`config.mk`:
```
export PLATFORM = sky130hd
export DESIGN_NAME = uart_tx_arbiter
export DESIGN_NICKNAME = d
export VERILOG_FILES = /design/src/rtl/uart_tx_arbiter.sv
export SDC_FILE = /design/constraint.sdc
export NUM_CORES = 1
export LEC_CHECK = 0
export CORE_AREA = 2 2 67 69
export DETAILED_ROUTE_END_ITERATION = 6
export DIE_AREA = 0 0 69 71
export PLACE_DENSITY = 0.89
export SYNTH_ARGS = -nofsm -noshare
export SYNTH_HDL_FRONTEND = slang
export SYNTH_SLANG_ARGS = --single-unit
```
`constraint.sdc`:
```
create_clock -name clk -period 6.2 [get_ports clk]
set_input_delay 0.62 -clock clk [delete_from_list [all_inputs] [get_ports clk]]
set_output_delay 0.62 -clock clk [all_outputs]
set_load 0.005 [all_outputs]
```
`src/rtl/uart_tx_arbiter.sv`:
```
// Round-robin, packet-locked arbiter sharing one UART transmitter between
// NUM_REQ byte-stream requesters. Each accepted byte is handed to the TX as
// a one-cycle start pulse, and the next byte is fetched only after tx_done.
module uart_tx_arbiter #(
  parameter int unsigned NUM_REQ    = 4,
  parameter int unsigned DATA_WIDTH = 8,
  parameter int unsigned TIMEOUT    = 1024
) (
  input  logic                            clk,
  input  logic                            rst_n,
  input  logic [NUM_REQ-1:0]              req_valid,
  input  logic [NUM_REQ*DATA_WIDTH-1:0]   req_data,
  input  logic [NUM_REQ-1:0]              req_last,
  output logic [NUM_REQ-1:0]              req_ready,
  output logic                            tx_dv,
  output logic [DATA_WIDTH-1:0]           tx_data,
  input  logic                            tx_busy,
  input  logic                            tx_done,
  output logic [NUM_REQ-1:0]              grant,
  output logic                            timeout_err
);

  localparam int unsigned IW = $clog2(NUM_REQ);
  localparam int unsigned CW = $clog2(TIMEOUT);
  localparam logic [IW-1:0] LAST_IDX  = IW'(NUM_REQ - 1);
  localparam logic [CW-1:0] STALL_MAX = CW'(TIMEOUT - 1);

  typedef enum logic [1:0] {
    IDLE = 2'd0,
    SEND = 2'd1,
    WAIT = 2'd2
  } state_t;

  state_t                state;
  logic [IW-1:0]         gidx;
  logic [IW-1:0]         rr_ptr;
  logic [CW-1:0]         stall_cnt;
  logic                  last_q;

  logic [IW-1:0]         pick_idx;
  logic                  pick_found;
  logic [IW-1:0]         cand;
  logic [IW-1:0]         next_ptr;
  logic                  accept;
  logic [DATA_WIDTH-1:0] data_arr [NUM_REQ];
  logic [DATA_WIDTH-1:0] sel_data;
  logic                  sel_valid;
  logic                  sel_last;

  // Unpack the flat byte bus so the owner's byte can be picked by index.
  for (genvar k = 0; k < NUM_REQ; k++) begin : g_unpack
    assign data_arr[k] = req_data[k*DATA_WIDTH +: DATA_WIDTH];
  end

  assign sel_data  = data_arr[gidx];
  assign sel_valid = req_valid[gidx];
  assign sel_last  = req_last[gidx];

  // A byte is taken only from the owner while in SEND and the TX is free.
  assign accept = (state == SEND) && sel_valid && !tx_busy;

  // Pointer advances past the owner, wrapping for any NUM_REQ.
  assign next_ptr = (gidx == LAST_IDX) ? '0 : gidx + 1'b1;

  // Round-robin search: first valid requester at or after rr_ptr.
  always_comb begin
    pick_found = 1'b0;
    pick_idx   = '0;
    cand       = '0;
    for (int unsigned k = 0; k < NUM_REQ; k++) begin
      cand = IW'((32'(rr_ptr) + k) % NUM_REQ);
      if (!pick_found && req_valid[cand]) begin
        pick_found = 1'b1;
        pick_idx   = cand;
      end
    end
  end

  // Ready goes only to the owner, and only on the cycle a byte is accepted.
  always_comb begin
    req_ready       = '0;
    req_ready[gidx] = accept;
  end

  // Arbitration and TX sequencing state machine with registered outputs.
  always_ff @(posedge clk or negedge rst_n) begin
    if (!rst_n) begin
      state       <= IDLE;
      grant       <= '0;
      gidx        <= '0;
      rr_ptr      <= '0;
      stall_cnt   <= '0;
      last_q      <= 1'b0;
      tx_dv       <= 1'b0;
      tx_data     <= '0;
      timeout_err <= 1'b0;
    end else begin
      tx_dv       <= 1'b0;
      timeout_err <= 1'b0;
      unique case (state)
        IDLE: begin
          if (pick_found) begin
            gidx      <= pick_idx;
            grant     <= NUM_REQ'(1) << pick_idx;
            stall_cnt <= '0;
            state     <= SEND;
          end
        end
        SEND: begin
          // tx_done arriving here belongs to no pending byte and is ignored.
          if (accept) begin
            tx_data   <= sel_data;
            tx_dv     <= 1'b1;
            last_q    <= sel_last;
            stall_cnt <= '0;
            state     <= WAIT;
          end else if (stall_cnt == STALL_MAX) begin
            timeout_err <= 1'b1;
            grant       <= '0;
            rr_ptr      <= next_ptr;
            stall_cnt   <= '0;
            state       <= IDLE;
          end else begin
            stall_cnt <= stall_cnt + 1'b1;
          end
        end
        WAIT: begin
          if (tx_done) begin
            if (last_q) begin
              grant  <= '0;
              rr_ptr <= next_ptr;
              state  <= IDLE;
            end else begin
              state  <= SEND;
            end
          end
        end
        default: state <= IDLE;
      endcase
    end
  end

endmodule

```
Word-level counts from Yosys, hierarchy flattened

Index checks and enable logic that the tools add are counted.

Flip-flop bits (word level): 31
Latch bits: 0
Bits in writable memories: 0
Bits in read-only memories: 0
Input port bits: 44
Output and inout port bits: 18
Word-level logic and storage cells: 106
Memories: 0

$add $sub $neg: 5
Multiply operators: 0
Divide/modulo/power cells: 0
Magnitude comparators: 7
Eq/ne operators: 10
Shift operators: 1
Mux-type cells: 52
Bitwise logic cells: 2
Reduce and logical (&&, ||, !) cells: 20

Operators by type and width:

| cell                                                | count |
|---|---|
| two-way mux 10 bit                                  | 3 |
| two-way mux 2 bit                                   | 13 |
| two-way mux 4 bit                                   | 5 |
| one-hot mux 10 bit (2 select lines)                 | 1 |
| two-way mux 1 bit                                   | 17 |
| binary-select mux 8 bit (select 2 bit)              | 1 |
| two-way mux 8 bit                                   | 2 |
| < comparator 2 x 3 -> 1 bit (second input constant) | 5 |
| binary-select mux 1 bit (select 2 bit)              | 6 |
| one-hot mux 4 bit (3 select lines)                  | 1 |
| adder 10 x 1 -> 10 bit (second input constant)      | 1 |
| == test 10 bit (second input constant)              | 1 |
| inequality test 2 bit (second input constant)       | 4 |
| logical AND 1 bit                                   | 6 |
| one-hot mux 2 bit (3 select lines)                  | 1 |
| AND reduction 2 bit                                 | 3 |
| AND reduction 6 bit                                 | 1 |
| AND reduction 5 bit                                 | 1 |
| adder 2 x 1 -> 2 bit (second input constant)        | 2 |
| adder 2 bit (second input constant)                 | 2 |
| bitwise AND 4 bit                                   | 1 |
| == test 2 bit (second input constant)               | 2 |
| logical NOT 1 bit                                   | 4 |
| one-hot mux 2 bit (2 select lines)                  | 1 |
| 12 further kinds                                    | 13 |

Logic depth before layout (Yosys ltp)

Gate-level depths: netlist of run 1.

Depth in word-level cells: 15
Mapped depth: 8
Mapped depth without buffers: 7

Worst setup path before layout of run 1

No wires, ideal clock.

Path type: register to output
From: register state[1]
To: output port req_ready[0]
Arrival: 1540 ps
Required time: 5580 ps
Slack: 4040 ps
Cell stages (with the launch flop): 7
Path buffers: 0
Path through: dfrtp_1 inv_1 ha_1 or3b_1 o22a_2 inv_2 and2_1

Word-level cells in the longest chain between the ends: 4

RTL lines:

| item                               | line | source |
|---|---|---|
| from (decl)                        | 34   | `state_t state;` |
| from (signal assigned)             | 88   | `state <= IDLE;` |
| from (signal assigned)             | 106  | `state <= SEND;` |
| from (signal assigned)             | 116  | `state <= WAIT;` |
| == test 2 x 1 -> 1 bit             | 60   | `assign accept = (state == SEND) && sel_valid && !tx_busy;` |
| logical AND 1 bit (2 in a row)     | 60   |  |
| bitwise AND 4 bit (no source line) | n/a  |  |
| to (decl)                          | 14   | `output logic [NUM_REQ-1:0] req_ready,` |

Every way passes these cells.

Worst setup path in the final report of run 1

From: register state[1]
To: output port req_ready[3]

Same word-level chain as after synthesis.

==> summary.md, run 1 <==
The number of nets handed over by synthesis was 254. The later pin in the worst-skew pair is clocked with a latency of 0.28 ns. The final setup violation count came out at 0.

The data required time at the worst endpoint was 5.58 ns; the routed via count was 1737. Fraction of the cycle the final worst path needs: 0.542. The H-tree generated during clock tree synthesis spans 2 levels. The total track usage was 0.209.

In the synthesized netlist the dominant register cell turns out to be sky130_fd_sc_hd__dfrtp_1. Across the VDD grid, the largest voltage drop is 0.271 mV. The via count of the first global-routing pass was 1681.

The proportion of synthesized flip-flops having asynchronous set or reset is 1.00, and the detailed-routing iteration count for the pre-antenna-repair pass is 4. For this run, the slowest stage of the critical path takes 0.49 ns. The count of cells resized by post-cts repair came out at 0. For the count of warnings emitted by yosys, the log shows 0. TritonCTS built the clock tree. Using the TritonRoute via totals, the vias-per-cell ratio works out to 5.55.

Nature of the critical path startpoint: a flop. The highest fanout seen on the critical path works out to 17. In this run the standard cell core region covers 4200 um2.

Power spread over the standard cell area amounts to 388 nW/um2. Including well taps, the total number of placed cells is 306. The number of clock buffers added by TritonCTS is 5. No sink is reached through more buffers than the 2 on the longest clock path. The path type of the worst min-delay path was reg -> reg. The run gives 0 as the residual antenna-violating net count after detailed routing.

In the post-synthesis netlist, the biggest area contributors are sky130_fd_sc_hd__dfrtp_1, sky130_fd_sc_hd__mux4_2, sky130_fd_sc_hd__nand2_1. The floorplan has 24 rows. At the end of routability-driven placement, the weighted congestion stood at 0.878. The static leakage power is 0.00115 uW, and the buffer count from post-CTS setup fixing is 0.

The tools report the endpoint kind of the worst setup timing path as an output pin. The final critical path time including I/O delays and setup is 3.36 ns. The cell type with the largest total area after synthesis is sky130_fd_sc_hd__dfrtp_1. The worst relative slew slack was 0.492; the clock transition at the registers of the reported paths was 0.06 ns.

Once layout is done, the placed cells without fillers occupy 2730 um2. The count of final hold-check violations was 0; the arrival time of the worst setup path was 2.74 ns. The fraction of layout instances using a drive strength above 1 was 0.0958; the post-detailed-placement cell area was 2640 um2. Max-slew violation count: 0.

Walking the worst path, the cells encountered are inv_1 > ha_1 > or3b_1 > o22a_2 > inv_2 > and2_1 > clkdlybuf4s50_1. The number of antenna diodes in the final layout is 0. The wire-length estimate of the detail-placed layout is 3810 um. Largest clock skew in the final design: 0.00841 ns. The tools report the number of antenna violations at the first check in global routing as 0. The initial DRC count came out at 130. In this run, synthesis inferred 0 flip-flops with an integrated enable. Port buffering added 61 buffers. After filler insertion, the fill cell instance count of the layout stands at 343. The tools report the root cell of the clock tree as sky130_fd_sc_hd__clkbuf_8.

The layout overhead on the synthesized area was 36.2%; the horizontal extent of the die was 69 um. The critical path's slowest cell was sky130_fd_sc_hd__clkdlybuf4s50_1. The netlist uses 54 different library cells.

The number of synthesized register bits was 31; the number of design rule violations left after detail routing was 0. The first global-routing pass estimated 8050 um of wire. The logs give 0.476 for the initial core utilization and 4900 um for the wire length after detailed routing.

Largest delay contributor family on the critical path: buffers and inverters. The synthesized netlist occupies a cell area of 2000 um2. At the pin with the least slew margin, the transition time is 0.762 ns. In the final timing run, aggregate negative setup slack is 0 ns. The fraction of the yosys area taken by sequential cells was 0.388. Together, buffers and inverters on the worst path number 3. The die is 71 um tall. The flow ran to the end, and the final reports show no timing, DRC or antenna violations. The tools report the I/O pin count as 62.

The tools report the quantity of hold-fixing buffers added after cts as 0. The tools report the clock sink count as 31. Summed over all layers, the global routing overflow is 0. The logs give 32 for the pin count of the biggest net entering global routing and 298 MHz for the achievable frequency. The number of max-cap violations is 0, and the synthesized netlist cell count is 201.

The layout net count was 314; the area share of the leading cell type in the synthesized netlist was 0.388. The average instance in the mapped netlist occupies 9.95 um2. Final standard cell count with taps included and fillers excluded: 313. The path type of the worst setup path is reg -> out. In the final routed layout, each cell accounts on average for 15.7 um. The die covers 4900 um2. Setup repair after global routing left no endpoint under its margin.
worst register-to-register path, stage by stage (launching register included):
cell and delay, ns:
sky130_fd_sc_hd__dfrtp_1 0.84, sky130_fd_sc_hd__mux2i_1 0.38, sky130_fd_sc_hd__o221a_1 0.53, sky130_fd_sc_hd__nand3_2 0.27
sky130_fd_sc_hd__o311ai_1 0.32
final timing paths:
check                                       start                       end  cells past startpoint  slack, ns
setup reg to reg              gidx[0]$_DFFE_PN0P_  stall_cnt[5]$_DFFE_PN0P_                      4       3.77
setup / recovery             state[1]$_DFFE_PN0P_              req_ready[3]                      7       2.84
hold / removal             tx_data[2]$_DFFE_PN0P_    tx_data[2]$_DFFE_PN0P_                      2       0.46
min in group asynchronous                   rst_n     rr_ptr[1]$_DFFE_PN0P_                      2       0.74
max in group asynchronous                   rst_n     timeout_err$_DFF_PN0_                      2       5.16
hold reg to reg            tx_data[2]$_DFFE_PN0P_    tx_data[2]$_DFFE_PN0P_                      2       0.46
routing by layer:
layer / track usage / vias up / share of wire
met5: 0 / - / 0
li1: - / 858 / -
met1: 0.264 / 820 / 0.43
met2: 0.344 / 45 / 0.50
met3: 0.0513 / 14 / 0.040
met4: 0.0893 / 0 / 0.031
placed cells by master (no fill, tap or decap), types with 2 or more instances in the layout:
master	instances
sky130_fd_sc_hd__a21oi_1	6
sky130_fd_sc_hd__a221oi_1	2
sky130_fd_sc_hd__a31o_1	4
sky130_fd_sc_hd__a31oi_1	7
sky130_fd_sc_hd__and2_1	4
sky130_fd_sc_hd__and3_1	3
sky130_fd_sc_hd__and4_1	2
sky130_fd_sc_hd__clkbuf_8	6
sky130_fd_sc_hd__clkdlybuf4s50_1	61
sky130_fd_sc_hd__dfrtp_1	31
sky130_fd_sc_hd__ha_1	9
sky130_fd_sc_hd__inv_1	15
sky130_fd_sc_hd__mux2_1	4
sky130_fd_sc_hd__mux2i_1	3
sky130_fd_sc_hd__mux4_2	9
sky130_fd_sc_hd__nand2_1	40
sky130_fd_sc_hd__nand2b_1	3
sky130_fd_sc_hd__nand3_1	6
sky130_fd_sc_hd__nand4_1	2
sky130_fd_sc_hd__nor2_1	4
sky130_fd_sc_hd__o21ai_0	3
sky130_fd_sc_hd__o21ai_1	3
sky130_fd_sc_hd__o22ai_1	3
where the power goes:
| group | internal, uW | leakage, uW | switching [uW] | total (uW) |
|---|---|---|---|---|
| clock network | 86.9 | 0.0000470 | 71.8 | 159 |
| logic | 285 | 0.000696 | 262 | 548 |
| registers | 270 | 0.000405 | 82.7 | 352 |
cell type report:
class / instances / area, um2 / share of cell area
multi-input cells: 145 / 1120 / 0.410
repair buffers: 62 / 618 / 0.227
inverters: 16 / 60.1 / 0.0220
clock inverters: 1 / 5.00 / 0.00184
well taps: 52 / 65.1 / 0.0239
clock buffers: 6 / 82.6 / 0.0303
flip-flops and latches: 31 / 776 / 0.285
per-stage QoR:
step                total power, uW  setup slack (ns)  utilization  hold slack (ns)
floorplan                       722              4.04            -            0.324
global placement                885              2.94        0.627            0.450
detailed placement              902              2.89        0.627            0.456
CTS                            1060              2.83        0.648            0.470
global route                   1140              2.61        0.648            0.516
finish                         1060              2.84        0.648            0.462
cell families (layout without fill, tap and decap cells):
family	Yosys count	count (layout)	synth area share
muxes	16	16	0.139
and+or+nand+nor	73	73	0.182
AOI/OAI and AO/OA	47	47	0.182
adders and majority gates	9	9	0.0563
DFF	31	31	0.388
buffers and inverters	25	85	0.0532
cell usage after synthesis, types with 2 or more instances:
library cell and count:
sky130_fd_sc_hd__o21ai_0 3, sky130_fd_sc_hd__nand2b_1 3, sky130_fd_sc_hd__clkbuf_1 3, sky130_fd_sc_hd__nor2_1 4
sky130_fd_sc_hd__mux4_2 9, sky130_fd_sc_hd__o22ai_1 3, sky130_fd_sc_hd__a221oi_1 2, sky130_fd_sc_hd__o21ai_1 3
sky130_fd_sc_hd__mux2i_1 3, sky130_fd_sc_hd__inv_1 15, sky130_fd_sc_hd__and4_1 2, sky130_fd_sc_hd__ha_1 9
sky130_fd_sc_hd__a31o_1 4, sky130_fd_sc_hd__buf_2 4, sky130_fd_sc_hd__nand4_1 2, sky130_fd_sc_hd__mux2_1 4
sky130_fd_sc_hd__dfrtp_1 31, sky130_fd_sc_hd__a31oi_1 7, sky130_fd_sc_hd__nand2_1 40, sky130_fd_sc_hd__and3_1 3
sky130_fd_sc_hd__and2_1 4, sky130_fd_sc_hd__nand3_1 6, sky130_fd_sc_hd__a21oi_1 6
sequential cells by signal (all words and copies together), names as in the netlist, 2 cells and up:
| signal | cells |
|---|---|
| gidx | 2 |
| grant | 4 |
| rr_ptr | 2 |
| stall_cnt | 10 |
| state | 2 |
| tx_data | 8 |
(Power assumes the default switching activity.)
==> run 2, diff against run 1 <==
- CORE_AREA: 2 2 67 69 -> 2 2 73 75
- DIE_AREA: 0 0 69 71 -> 0 0 75 77
- PLACE_DENSITY: 0.89 -> 0.8
- clock period: 6.2 -> 2.9 ns (I/O delays scaled with it)
==> run 2 against run 1 <==
Via count is 1.7% higher. Power up 130%. Sequential power rose by 94%. Routed wire length rose by 1.6%. Critical endpoint unchanged. Register-to-register slack got worse by 3.1 ns. First-iteration DRC count down 6.9%. Cell area rose by 2.9%. Cell count grew 7.0%. Largest cell class unchanged. Critical path depth unchanged.
==> summary.md, run 2 (same netlist as run 1, synthesis figures left out) <==
The floorplan step defined a core boundary enclosing 4980 um2. The critical path is of the reg -> out type. OpenSTA, run right after detailed placement, puts the worst setup slack at 0.345 ns.

In this run the deepest clock path goes through 2 buffers. In this run, post-CTS repair resized a total of 0 instances. The worst setup margin is 0.136 ns. Largest delay contributor family on the critical path: buffers and inverters.

The flow ran to the end, and the final reports show no timing, DRC or antenna violations. The tools report the post-DP HPWL as 3810 um. STA classifies the critical path endpoint as an output pin. The fraction of layout instances using a drive strength above 1 was 0.113.

Across all layers, the routed design uses 1767 vias. For the count of final hold-check violations, the log shows 0. Critical path's slowest cell: sky130_fd_sc_hd__clkdlybuf4s50_1. The first global-routing pass estimated 8340 um of wire. The routed via count divided by cell count works out to 5.27.

The via count of the first global-routing pass was 1805; the total clock buffers created by CTS was 5. The clock sink count is 31. At the end of routability-driven placement, the weighted congestion stood at 0.795. Counting I/O delays and the setup requirement, the final critical path takes 2.76 ns. The count of buffers added on input and output ports is 61. The tools report the worst-skew pair later-pin latency as 0.28 ns. The number of antenna violations at the first check in global routing was 0. In the routed design, unresolved DRC markers number 0.

Global routing finished with a remaining overflow of 0. The tools report the buffer count from post-CTS setup fixing as 0. The number of buffers and inverters on the critical path is 3. The highest fanout seen on the critical path is 14.

The fraction of the cycle the final worst path needs was 0.953; the total die area was 5780 um2. The layout net count is 317, and the residual antenna-violating net count after detailed routing is 0. After floorplanning, the core was divided into 26 placement rows.

In the final timing run, aggregate negative setup slack is 0 ns. The path type of the worst min-delay path was in -> async. Wire length after detailed routing: 4980 um.

The pin count of the biggest net entering global routing was 32; the arrival time of the worst setup path was 2.47 ns. The most common cell after layout, fill and taps aside is sky130_fd_sc_hd__clkdlybuf4s50_1. The tools report the largest voltage drop on the vdd net as 0.662 mV. At the pin with the least slew margin, the transition time is 0.616 ns.

Registers take 776 um2. The layout overhead on the synthesized area was 40.2%. Traced cell by cell, the critical path runs through inv_1 > ha_2 > or3b_1 > o22a_2 > inv_4 > and2_1 > clkdlybuf4s50_1.

More flip-flops sit in one register than any other, and that register is stall_cnt. The nature of the critical path startpoint is a flop. The total power density per cell area is 851 nW/um2. TritonCTS built the clock tree. The tool flagged a number of max-cap violations equal to 0. Clock-pin slew was measured on the worst setup and hold paths at 0.06 ns. The clock arrives with 0.00502 ns of skew. The register with the most flip-flops in the layout has 10 of them.

The number of cells after detailed placement is 327, and the I/O pin count is 62. Data on the critical path is required at its endpoint by 2.61 ns. The detailed router finished its first iteration with 121 violations. For the final standard cell count with taps included and fillers excluded, the log shows 335. The die extent in y was 77 um; the achievable frequency was 362 MHz. The number of antenna diodes is 0, and the number of H-tree branching levels is 2. Fill cells in the final layout number 436.

The final setup violation count was 0. The total track usage was 0.188. For the quantity of hold-fixing buffers added after cts, the log shows 0.

In the final layout, the multi-input gates occupy 1120 um2. The largest registers in the layout are stall_cnt (10), tx_data (8), grant (4). The first TritonRoute pass finished after 4 iterations. Setup repair after global routing left no endpoint under its margin.

In the layout the commonest cells are sky130_fd_sc_hd__clkdlybuf4s50_1, sky130_fd_sc_hd__nand2_1, sky130_fd_sc_hd__dfrtp_1, sky130_fd_sc_hd__inv_1, sky130_fd_sc_hd__mux4_2. The run gives 0.589 as the worst relative slew slack. The max-slew violation count is 0, and the biggest cell delay along the critical path is 0.50 ns. In this run the static leakage power is 0.00118 uW. The horizontal extent of the die was 75 um.

Clock tree synthesis selected as its root buffer the cell sky130_fd_sc_hd__clkbuf_8. The initial core utilization came out at 0.402. The final routed wire length divided by cell count came out at 14.9 um.
[run 2: routing by layer]
metal | GRT usage | vias to the layer above | share of wire
li1 | - | 868 | -
met1 | 0.238 | 844 | 0.42
met2 | 0.313 | 49 | 0.52
met3 | 0.0381 | 6 | 0.041
met4 | 0.0589 | 0 | 0.013
met5 | 0 | - | 0
[run 2: power by group]
group,internal (uW),total [uW],switching [uW]
clock,278,435,157
sequential,578,683,105
combinational,635,1270,635
total,1490,2390,897
[run 2: final cells by class]
type | instances | area share
well taps | 70 | 0.0312
clock buffers | 6 | 0.0294
repair buffers | 65 | 0.228
flip-flops and latches | 31 | 0.277
inverters | 16 | 0.0223
clock inverters | 2 | 0.0125
multi-input cells | 145 | 0.400
[run 2: path summary, 6_finish.rpt]
path | end | start | slack, ns | cells after the start
max reg2reg | state[0]$_DFFE_PN0P_ | state[1]$_DFFE_PN0P_ | 0.66 | 6
max in group asynchronous | tx_data[0]$_DFFE_PN0P_ | rst_n | 2.19 | 2
min reg2reg | tx_data[7]$_DFFE_PN0P_ | tx_data[7]$_DFFE_PN0P_ | 0.47 | 2
min | tx_data[5]$_DFFE_PN0P_ | rst_n | 0.41 | 2
max | req_ready[3] | state[1]$_DFFE_PN0P_ | 0.14 | 7
min in group clk | tx_data[7]$_DFFE_PN0P_ | tx_data[7]$_DFFE_PN0P_ | 0.47 | 2
[run 2: per-stage QoR]
stage           util  instance area [um2]  total power, uW  hold slack [ns]
3_5_place_dp   0.539                 2680             1960            0.455
6_report       0.564                 2810             2390            0.410
4_1_cts        0.563                 2800             2400            0.427
3_3_place_gp   0.539                 2680             1930            0.449
5_1_grt        0.564                 2810             2570            0.454
2_1_floorplan      -                 2000             1540         -0.00559
==> patch (config.mk and constraints of run 2) <==
Re-encode `state_t` (3 states) as one-hot, 3 bits wide.
--- a/src/rtl/uart_tx_arbiter.sv
+++ b/src/rtl/uart_tx_arbiter.sv
@@ -25,10 +25,10 @@
   localparam logic [IW-1:0] LAST_IDX  = IW'(NUM_REQ - 1);
   localparam logic [CW-1:0] STALL_MAX = CW'(TIMEOUT - 1);
 
-  typedef enum logic [1:0] {
-    IDLE = 2'd0,
-    SEND = 2'd1,
-    WAIT = 2'd2
+  typedef enum logic [2:0] {
+    IDLE = 3'b001,
+    SEND = 3'b010,
+    WAIT = 3'b100
   } state_t;
 
   state_t                state;
Behaviour: no difference found for any inputs over 10 cycles, from zero or initial values and one cycle with rst_n low; not proved beyond that.
==> patch against run 2 <==
- wire length is 8.0% lower
- design area is 3.3% lower
- worst setup slack improved by 380 ps
- power down 8.2%
- utilization decreased by 1.9 points
- non-clock buffer count increased by 1
- area after synthesis fell by 5.0%
- sequential cell count grew 1
- maximum frequency increased by 16%
- critical endpoint is now req_ready[1]
- largest cell class unchanged
==> patch: results (changes against run 2) <==
{| class="wikitable"
! Metric !! Value
|-
| Result of the run || completed
|-
| Launch point of the critical path || req_valid[2]
|-
| Share of the yosys chip area belonging to registers || 0.4220 (+0.03425)
|-
| Post-detailed-route via-to-cell ratio || 5.186 (-1.7%)
|-
| Clock Skew || 2.714 ps (-2.302 ps)
|-
| Number of global-route vias before repair || 1547 (-14%)
|-
| Synth cell types || 45 (-17%)
|-
| Syn Nets || 215 (-15%)
|-
| Fraction of synthesized area in multiplexers || 0.2087 (+0.06985)
|-
| Number of nets in the layout || 284 (-10%)
|-
| Compound-Gate Fraction of Synth Area || 0.1264 (-0.05559)
|-
| Adder-Cell Fraction of Synth Area || 0.03292 (-0.02337)
|-
| Headroom to the max-slew limit || 0.6316 (+0.04245)
|-
| Worst VDD drop || 0.5558 mV (-16%)
|-
| Gr usage total || 0.1701 (-0.01742)
|-
| RR Endpoint || grant[2]
|-
| Worst flop-to-flop path startpoint || stall_cnt[0]
|-
| Most used standard cells in the synthesized netlist || sky130_fd_sc_hd__dfrtp_1 (31), sky130_fd_sc_hd__nand2_1 (13), sky130_fd_sc_hd__mux2_2 (11)
|-
| Post-detailed-routing wire length || 4583 µm (-8.0%)
|-
| Post-DP HPWL || 3499 µm (-8.3%)
|-
| Largest stage delay on the critical path || 570 ps (+70 ps)
|-
| Maximum fanout along the worst path || 7 (-7)
|-
| Number of iterations in the first detailed-routing pass || 5 (+1)
|-
| DRC violation total after the first TritonRoute iteration || 72 (-40%)
|-
| Cell area reported after detailed placement || 0.002611 mm² (-2.7%)
|-
| Final weighted congestion in routability-driven placement || 0.8060 (+1.4%)
|-
| Largest net degree at the start of global routing || 33 (+3.1%)
|-
| Static Leakage || 0.001136 µW (-3.4%)
|-
| Cell count after synthesis || 166 (-17%)
|}
## patch: cell types whose count changed after synthesis, sizes merged, moves of 5 or more
cell / before / now
nand2: 40 / 15
nor2: 4 / 9
mux2: 4 / 13
a31oi: 7 / 1
inv: 16 / 7
## patch: layout make-up
type	instances	area, µm²
tap	70	87.58
multi-input combinational	123	1047
clock buffer	8	100.1
sequential	32	802.0
fill	410	2266
inverter	7	26.28
timing repair buffer	66	648.1
## patch: how the worst max path moves through the flow
stage              endpoint  slack (ps)  depth (start not counted)
3_3_place_gp   req_ready[2]         560                          5
2_1_floorplan     rr_ptr[0]        1050                          6
6_report       req_ready[1]         520                          5
3_5_place_dp   req_ready[3]         530                          5
5_1_grt        req_ready[1]         410                          5
4_1_cts        req_ready[3]         530                          5
## patch: kinds of logic (layout without fill, tap and decap cells)
logic type,after synthesis,in the layout
simple gates,57,57
compound gates,35,35
flops,32,32
mux,26,26
buf+inv,11,81
fa+ha+maj,5,5
## patch: power breakdown
| part | internal (µW) | total [µW] | switching [µW] | leakage (µW) |
|---|---|---|---|---|
| clock | 216 | 376 | 159 | 0.0000515 |
| sequential | 595 | 717 | 122 | 0.000413 |
| combinational | 624 | 1100 | 474 | 0.000672 |
| total | 1440 | 2190 | 755 | 0.00114 |
## patch: routing by layer
| metal | track usage | wire [µm] | vias to the layer above |
|---|---|---|---|
| met5 | 0 | 0 | - |
| met4 | 0.04286 | 53 | 0 |
| met3 | 0.03154 | 131 | 4 |
| met2 | 0.2640 | 2344 | 33 |
| met1 | 0.2434 | 2054 | 784 |
| li1 | - | - | 766 |
## patch: per-stage QoR
| stage | setup WS, ps | hold WS (ps) | utilization |
|---|---|---|---|
| after detailed placement | 529.8 | 465.8 | 0.5246 |
| after floorplan | 1048 | -5.591 | - |
| after CTS | 530.1 | 429.2 | 0.5447 |
| final | 515.5 | 400.7 | 0.5447 |
| after global placement | 558.0 | 464.8 | 0.5246 |
| after global routing | 412.3 | 445.6 | 0.5447 |
